<file path="src/rtl/stream_sink_fifo_if.sv">
// Bundles the sink FIFO's stream input, valid/ready output and status signals.
// The master side drives the stream and the reader controls; the slave side is the FIFO.
interface stream_sink_fifo_if #(
    parameter int WIDTH = 32,
    parameter int DEPTH = 8,
    parameter int CNT_W = 16
);
    localparam int LW = $clog2(DEPTH) + 1;

    logic [WIDTH-1:0] in_data;
    logic             in_valid;
    logic [WIDTH-1:0] out_data;
    logic             out_valid;
    logic             out_ready;
    logic [LW-1:0]    level;
    logic             overflow;
    logic             clr_overflow;
    logic [CNT_W-1:0] rx_count;
    logic [CNT_W-1:0] drop_count;

    modport master (
        output in_data, in_valid, out_ready, clr_overflow,
        input  out_data, out_valid, level, overflow, rx_count, drop_count
    );

    modport slave (
        input  in_data, in_valid, out_ready, clr_overflow,
        output out_data, out_valid, level, overflow, rx_count, drop_count
    );
endinterface

</file>
<file path="src/rtl/stream_sink_fifo.sv">
// Receive end of a valid-only stream: captures every word into a small FIFO,
// re-presents it on valid/ready, and tracks accepted/dropped words plus a sticky overflow.
module stream_sink_fifo #(
    parameter int WIDTH = 32,
    parameter int DEPTH = 8,
    parameter int CNT_W = 16
) (
    input  logic                clk,
    input  logic                rst,
    stream_sink_fifo_if.slave   bus
);
    localparam int AW = $clog2(DEPTH);
    localparam int PW = AW + 1;

    logic [WIDTH-1:0] r_mem [DEPTH];
    logic [PW-1:0]    r_wr_ptr;
    logic [PW-1:0]    r_rd_ptr;
    logic             r_overflow;
    logic [CNT_W-1:0] r_rx_count;
    logic [CNT_W-1:0] r_drop_count;

    logic w_full;
    logic w_empty;
    logic w_pop;
    logic w_push;
    logic w_drop;

    function automatic logic [CNT_W-1:0] sat_inc(input logic [CNT_W-1:0] v);
        return (&v) ? v : v + CNT_W'(1);
    endfunction

    assign w_empty = (r_wr_ptr == r_rd_ptr);
    assign w_full  = (r_wr_ptr[AW] != r_rd_ptr[AW]) &&
                     (r_wr_ptr[AW-1:0] == r_rd_ptr[AW-1:0]);
    assign w_pop   = !w_empty && bus.out_ready;
    // A pop in the same cycle frees the slot, so a full FIFO keeps accepting.
    assign w_push  = bus.in_valid && (!w_full || w_pop);
    assign w_drop  = bus.in_valid && w_full && !w_pop;

    always_ff @(posedge clk) begin
        if (w_push)
            r_mem[r_wr_ptr[AW-1:0]] <= bus.in_data;
    end

    always_ff @(posedge clk) begin
        if (rst) begin
            r_wr_ptr     <= '0;
            r_rd_ptr     <= '0;
            r_overflow   <= 1'b0;
            r_rx_count   <= '0;
            r_drop_count <= '0;
        end else begin
            if (w_push) begin
                r_wr_ptr   <= r_wr_ptr + PW'(1);
                r_rx_count <= r_rx_count + CNT_W'(1);
            end
            if (w_pop)
                r_rd_ptr <= r_rd_ptr + PW'(1);
            // Drop wins over a simultaneous clear so no loss goes unreported.
            if (w_drop) begin
                r_overflow   <= 1'b1;
                r_drop_count <= sat_inc(r_drop_count);
            end else if (bus.clr_overflow) begin
                r_overflow <= 1'b0;
            end
        end
    end

    assign bus.out_valid  = !w_empty;
    assign bus.out_data   = r_mem[r_rd_ptr[AW-1:0]];
    assign bus.level      = r_wr_ptr - r_rd_ptr;
    assign bus.overflow   = r_overflow;
    assign bus.rx_count   = r_rx_count;
    assign bus.drop_count = r_drop_count;
endmodule

</file>
<file path="src/flat_wrapper.sv">
// flat-port wrapper written by rule: the top's interface ports become plain ports
module stream_sink_fifo_flat 
#(
    parameter int WIDTH = 32,
    parameter int DEPTH = 8,
    parameter int CNT_W = 16
)
  (clk, rst, bus_in_data, bus_in_valid, bus_out_ready, bus_clr_overflow, bus_out_data, bus_out_valid, bus_level, bus_overflow, bus_rx_count, bus_drop_count);
  stream_sink_fifo_if #(.WIDTH(WIDTH), .DEPTH(DEPTH), .CNT_W(CNT_W)) bus_i ();
  input  logic clk;
  input  logic rst;
  input wire logic [$bits(bus_i.in_data)-1:0] bus_in_data;
  input wire logic [$bits(bus_i.in_valid)-1:0] bus_in_valid;
  input wire logic [$bits(bus_i.out_ready)-1:0] bus_out_ready;
  input wire logic [$bits(bus_i.clr_overflow)-1:0] bus_clr_overflow;
  output wire logic [$bits(bus_i.out_data)-1:0] bus_out_data;
  output wire logic [$bits(bus_i.out_valid)-1:0] bus_out_valid;
  output wire logic [$bits(bus_i.level)-1:0] bus_level;
  output wire logic [$bits(bus_i.overflow)-1:0] bus_overflow;
  output wire logic [$bits(bus_i.rx_count)-1:0] bus_rx_count;
  output wire logic [$bits(bus_i.drop_count)-1:0] bus_drop_count;
  assign bus_i.in_data = bus_in_data;
  assign bus_i.in_valid = bus_in_valid;
  assign bus_i.out_ready = bus_out_ready;
  assign bus_i.clr_overflow = bus_clr_overflow;
  assign bus_out_data = bus_i.out_data;
  assign bus_out_valid = bus_i.out_valid;
  assign bus_level = bus_i.level;
  assign bus_overflow = bus_i.overflow;
  assign bus_rx_count = bus_i.rx_count;
  assign bus_drop_count = bus_i.drop_count;
  stream_sink_fifo #(.WIDTH(WIDTH), .DEPTH(DEPTH), .CNT_W(CNT_W)) u_core (.clk(clk), .rst(rst), .bus(bus_i));
endmodule
</file>
<file path="config.mk">
export PLATFORM = sky130hd
export DESIGN_NAME = stream_sink_fifo_flat
export DESIGN_NICKNAME = d
export VERILOG_FILES = /design/src/rtl/stream_sink_fifo_if.sv /design/src/rtl/stream_sink_fifo.sv /design/src/flat_wrapper.sv
export SDC_FILE = /design/constraint.sdc
export NUM_CORES = 1
export LEC_CHECK = 0
export CAP_MARGIN = 20
export CORE_UTILIZATION = 62
export DETAILED_ROUTE_END_ITERATION = 6
export PLACE_DENSITY_LB_ADDON = 0.25
export SYNTH_ARGS = -nofsm -noshare
export SYNTH_HDL_FRONTEND = slang
export SYNTH_SLANG_ARGS = --single-unit
</file>
<file path="constraint.sdc">
create_clock -name clk -period 10.3 [get_ports clk]
set_input_delay 1.03 -clock clk [delete_from_list [all_inputs] [get_ports clk]]
set_output_delay 1.03 -clock clk [all_outputs]
set_load 0.01 [all_outputs]
</file>
==> run_results.csv <==
group,metric,value,unit
cells_and_area,area_delta_synth_final,20.1,%
cells_and_area,antenna_cells,0,
synthesis,ys_seq_area_share,72.7,%
setup_path,cp_max_fo,52,
min_path,whs_path_depth,2,
synthesis,syn_nets,672,
setup_path,cp.arrival,3.32,ns
sta,worst_pin_slew,1.03,ns
global_route,antenna_found_initial,0,
setup_path,start_kind,"register",
sta,slew-limit-headroom,31.2,%
die,die_area,19600,um^2
sta,drv_slew,0,
setup_path,r2r_end,"u_core.r_mem[6][15]",
detailed_routing,vias,6245,
sta,fmaxAchievable,0.230,GHz
synthesis,synth-edff-count,256,
placement,dp_hpwl,13.2,mm
detailed_routing,final_antenna_net_count,0,
flow_run,cap_violations,0,
synthesis,syn-mean-instance-area,18.8,um^2
synthesis,yosys.area.top_type_share,65.2,%
cts,htree_levels,1,
global_route,grt_pass1_wl,35.4,mm
die,core_area,18600,um^2
cells_and_area,fillers,1055,
sta,timing.hold.ws,0.480,ns
global_route,grt_max_degree,53,
placement,gp_congestion,0.793,
sta,period_needed,4.35,ns
detailed_routing,drt_iter0_drc,401,
cells_and_area,drive_gt1_share,23.1,%
sta,hold_viol,0,
power_and_ir_drop,power,2.80,mW
power_and_ir_drop,powerDensity,198,nW/um^2
setup_path,worstSetupEndpointType,"output port",
cts,clk_latency,0.53,ns
synthesis,synthArstFlopShare,0,%
power_and_ir_drop,p_leak,4.48,nW
placement,port_buffers,106,
cts,hold_buffers,0,
cells_and_area,final_net_count,795,
global_route,gr-total-overflow,0,
cts,tritoncts,"done",
sta,finalCritPeriodShare,42.3,%
setup_path,crit_required,9.27,ns
detailed_routing,drt_wl_total,22.6,mm
sta,rsz0062_at_grt,"false",
cts,cts_buffers,29,
cts,clock_path_buffers,3,
synthesis,syn_area,11800,um^2
cts,cts_setup_buffers,0,
synthesis,ys.flop_type,"edfxtp_1",
synthesis,synth_common_cells,"256 x edfxtp_1, 64 x mux4_2, 44 x dfxtp_1, 37 x mux2_2, 25 x a21oi_1",
setup_path,r2r_slack,6.97,ns
outcome,outcome,"completed",
power_and_ir_drop,ir_drop,0.142,mV
synthesis,ys_top_cells_by_area,"edfxtp_1 65%, mux4_2 12%, dfxtp_1 7.5%",
min_path,hold_end,"u_core.bus.overflow",
setup_path,crit_type,"reg2out",
cells_and_area,fin_util,75.9,%
sta,skew,0.0186,ns
cts,clk_pin_slew,0.06,ns
die,die_y,140,um
cts,cts_sinks,300,
detailed_routing,viasPerCell,6.21,
die,fp.dieW,140,um
die,start_util,63.2,%
setup_path,worst-r2r-cell-count,6,
setup_path,rr_startpoint,"u_core.r_wr_ptr[0]",
detailed_routing,first_pass_iters,6,
sta,timing.setup.tns,0,ns
sta,finalSetupViolations,0,
synthesis,synth_top_area_cell,"edfxtp_1",
placement,placed_cells,953,
die,ioPinCount,107,
synthesis,synth_cell_types,39,
synthesis,synth.most_common_cell,"edfxtp_1",
min_path,hp-start,"u_core.bus.overflow",
detailed_routing,drc_errors,0,
global_route,grt_pass1_vias,6505,
min_path,hold_class,"reg2reg",
cells_and_area,stdcell_count,1005,
cts,cts_root_buf,"clkbuf_16",
synthesis,synth_seq_cells,300,
die,rows,50,
synthesis,yosysWarnings,0,
global_route,track_usage,23.9,%
cts,ctsResizeCount,0,
detailed_routing,wire_per_inst,22.4,um
synthesis,netlist_instances,627,
[kinds of logic after synthesis]
family | after synthesis | synth area share [%]
fa+ha+maj | 8 | 0.913
flops | 300 | 72.7
compound gates | 59 | 2.99
mux | 104 | 16.0
xor+xnor | 13 | 1.03
simple gates | 102 | 4.96
buf+inv | 41 | 1.41
[state kept, by name (all words and copies together) (netlist names), named ones only]
signal / cells
u_core.r_rd_ptr: 4
u_core.bus.overflow: 1
u_core.r_mem: 256
u_core.bus.rx_count: 16
u_core.r_wr_ptr: 4
u_core.bus.drop_count: 16
[how the worst max path moves through the flow]
| stage | from | to | slack (ns) | cells after the start |
|---|---|---|---|---|
| after global routing | register | bus_out_data[20] | 5.72 | 4 |
| after floorplan | bus_out_ready | u_core.r_mem[0][0] | 4.99 | 4 |
| final | register | bus_out_data[20] | 5.95 | 4 |
| after global placement | register | bus_out_data[1] | 6.44 | 4 |
| after CTS | register | bus_out_data[20] | 5.82 | 4 |
| after detailed placement | register | bus_out_data[20] | 6.39 | 4 |
[worst max-delay path, stage by stage (launching register included)]
cell and delay, ns:
dfxtp_4 0.51, buf_4 0.83, mux4_2 0.63, mux2_2 0.30, clkdlybuf4s50_1 0.49
[routing by layer]
layer | GRT usage [%] | up-vias | share of wire, %
li1 | - | 2815 | -
met1 | 30.7 | 3173 | 40
met2 | 42.3 | 226 | 52
met3 | 3.76 | 31 | 5.8
met4 | 7.52 | 0 | 2.1
met5 | 0 | - | 0
[through the flow]
step / instance area (um^2) / setup WS [ns]
floorplan: 11800 / 4.99
global placement: 13200 / 6.44
detailed placement: 13200 / 6.39
CTS: 14100 / 5.82
global route: 14200 / 5.72
finish: 14200 / 5.95
[cell usage in the layout (no fill, tap or decap), drive strengths merged, types with 7 or more instances in the layout]
cell type,synthesis,layout
edfxtp,256,256
clkdlybuf4s50,0,106
mux4,64,64
dfxtp,44,44
clkbuf,17,38
mux2,37,37
a21oi,25,25
nor2,19,19
buf,13,16
o31ai,13,13
or4,13,13
nand3,12,12
inv,11,12
o21ai,12,12
clkinv,0,10
or3,9,9
nor4,9,9
xor2,8,8
nand2,8,8
ha,7,7
[cell type report]
class | count | area, um^2 | share of cell area (%)
inverters | 11 | 41.3 | 0.292
repair buffers | 122 | 1180 | 8.34
well taps | 234 | 293 | 2.07
clock buffers | 38 | 831 | 5.87
flip-flops and latches | 300 | 8570 | 60.6
clock inverters | 14 | 123 | 0.866
multi-input cells | 286 | 3120 | 22.0
[where the power goes]
part,switching [mW],internal (mW)
registers,0.0241,1.35
logic,0.163,0.227
clock network,0.421,0.615
total,0.608,2.19
Note: power is estimated with default switching activity, not from simulation.
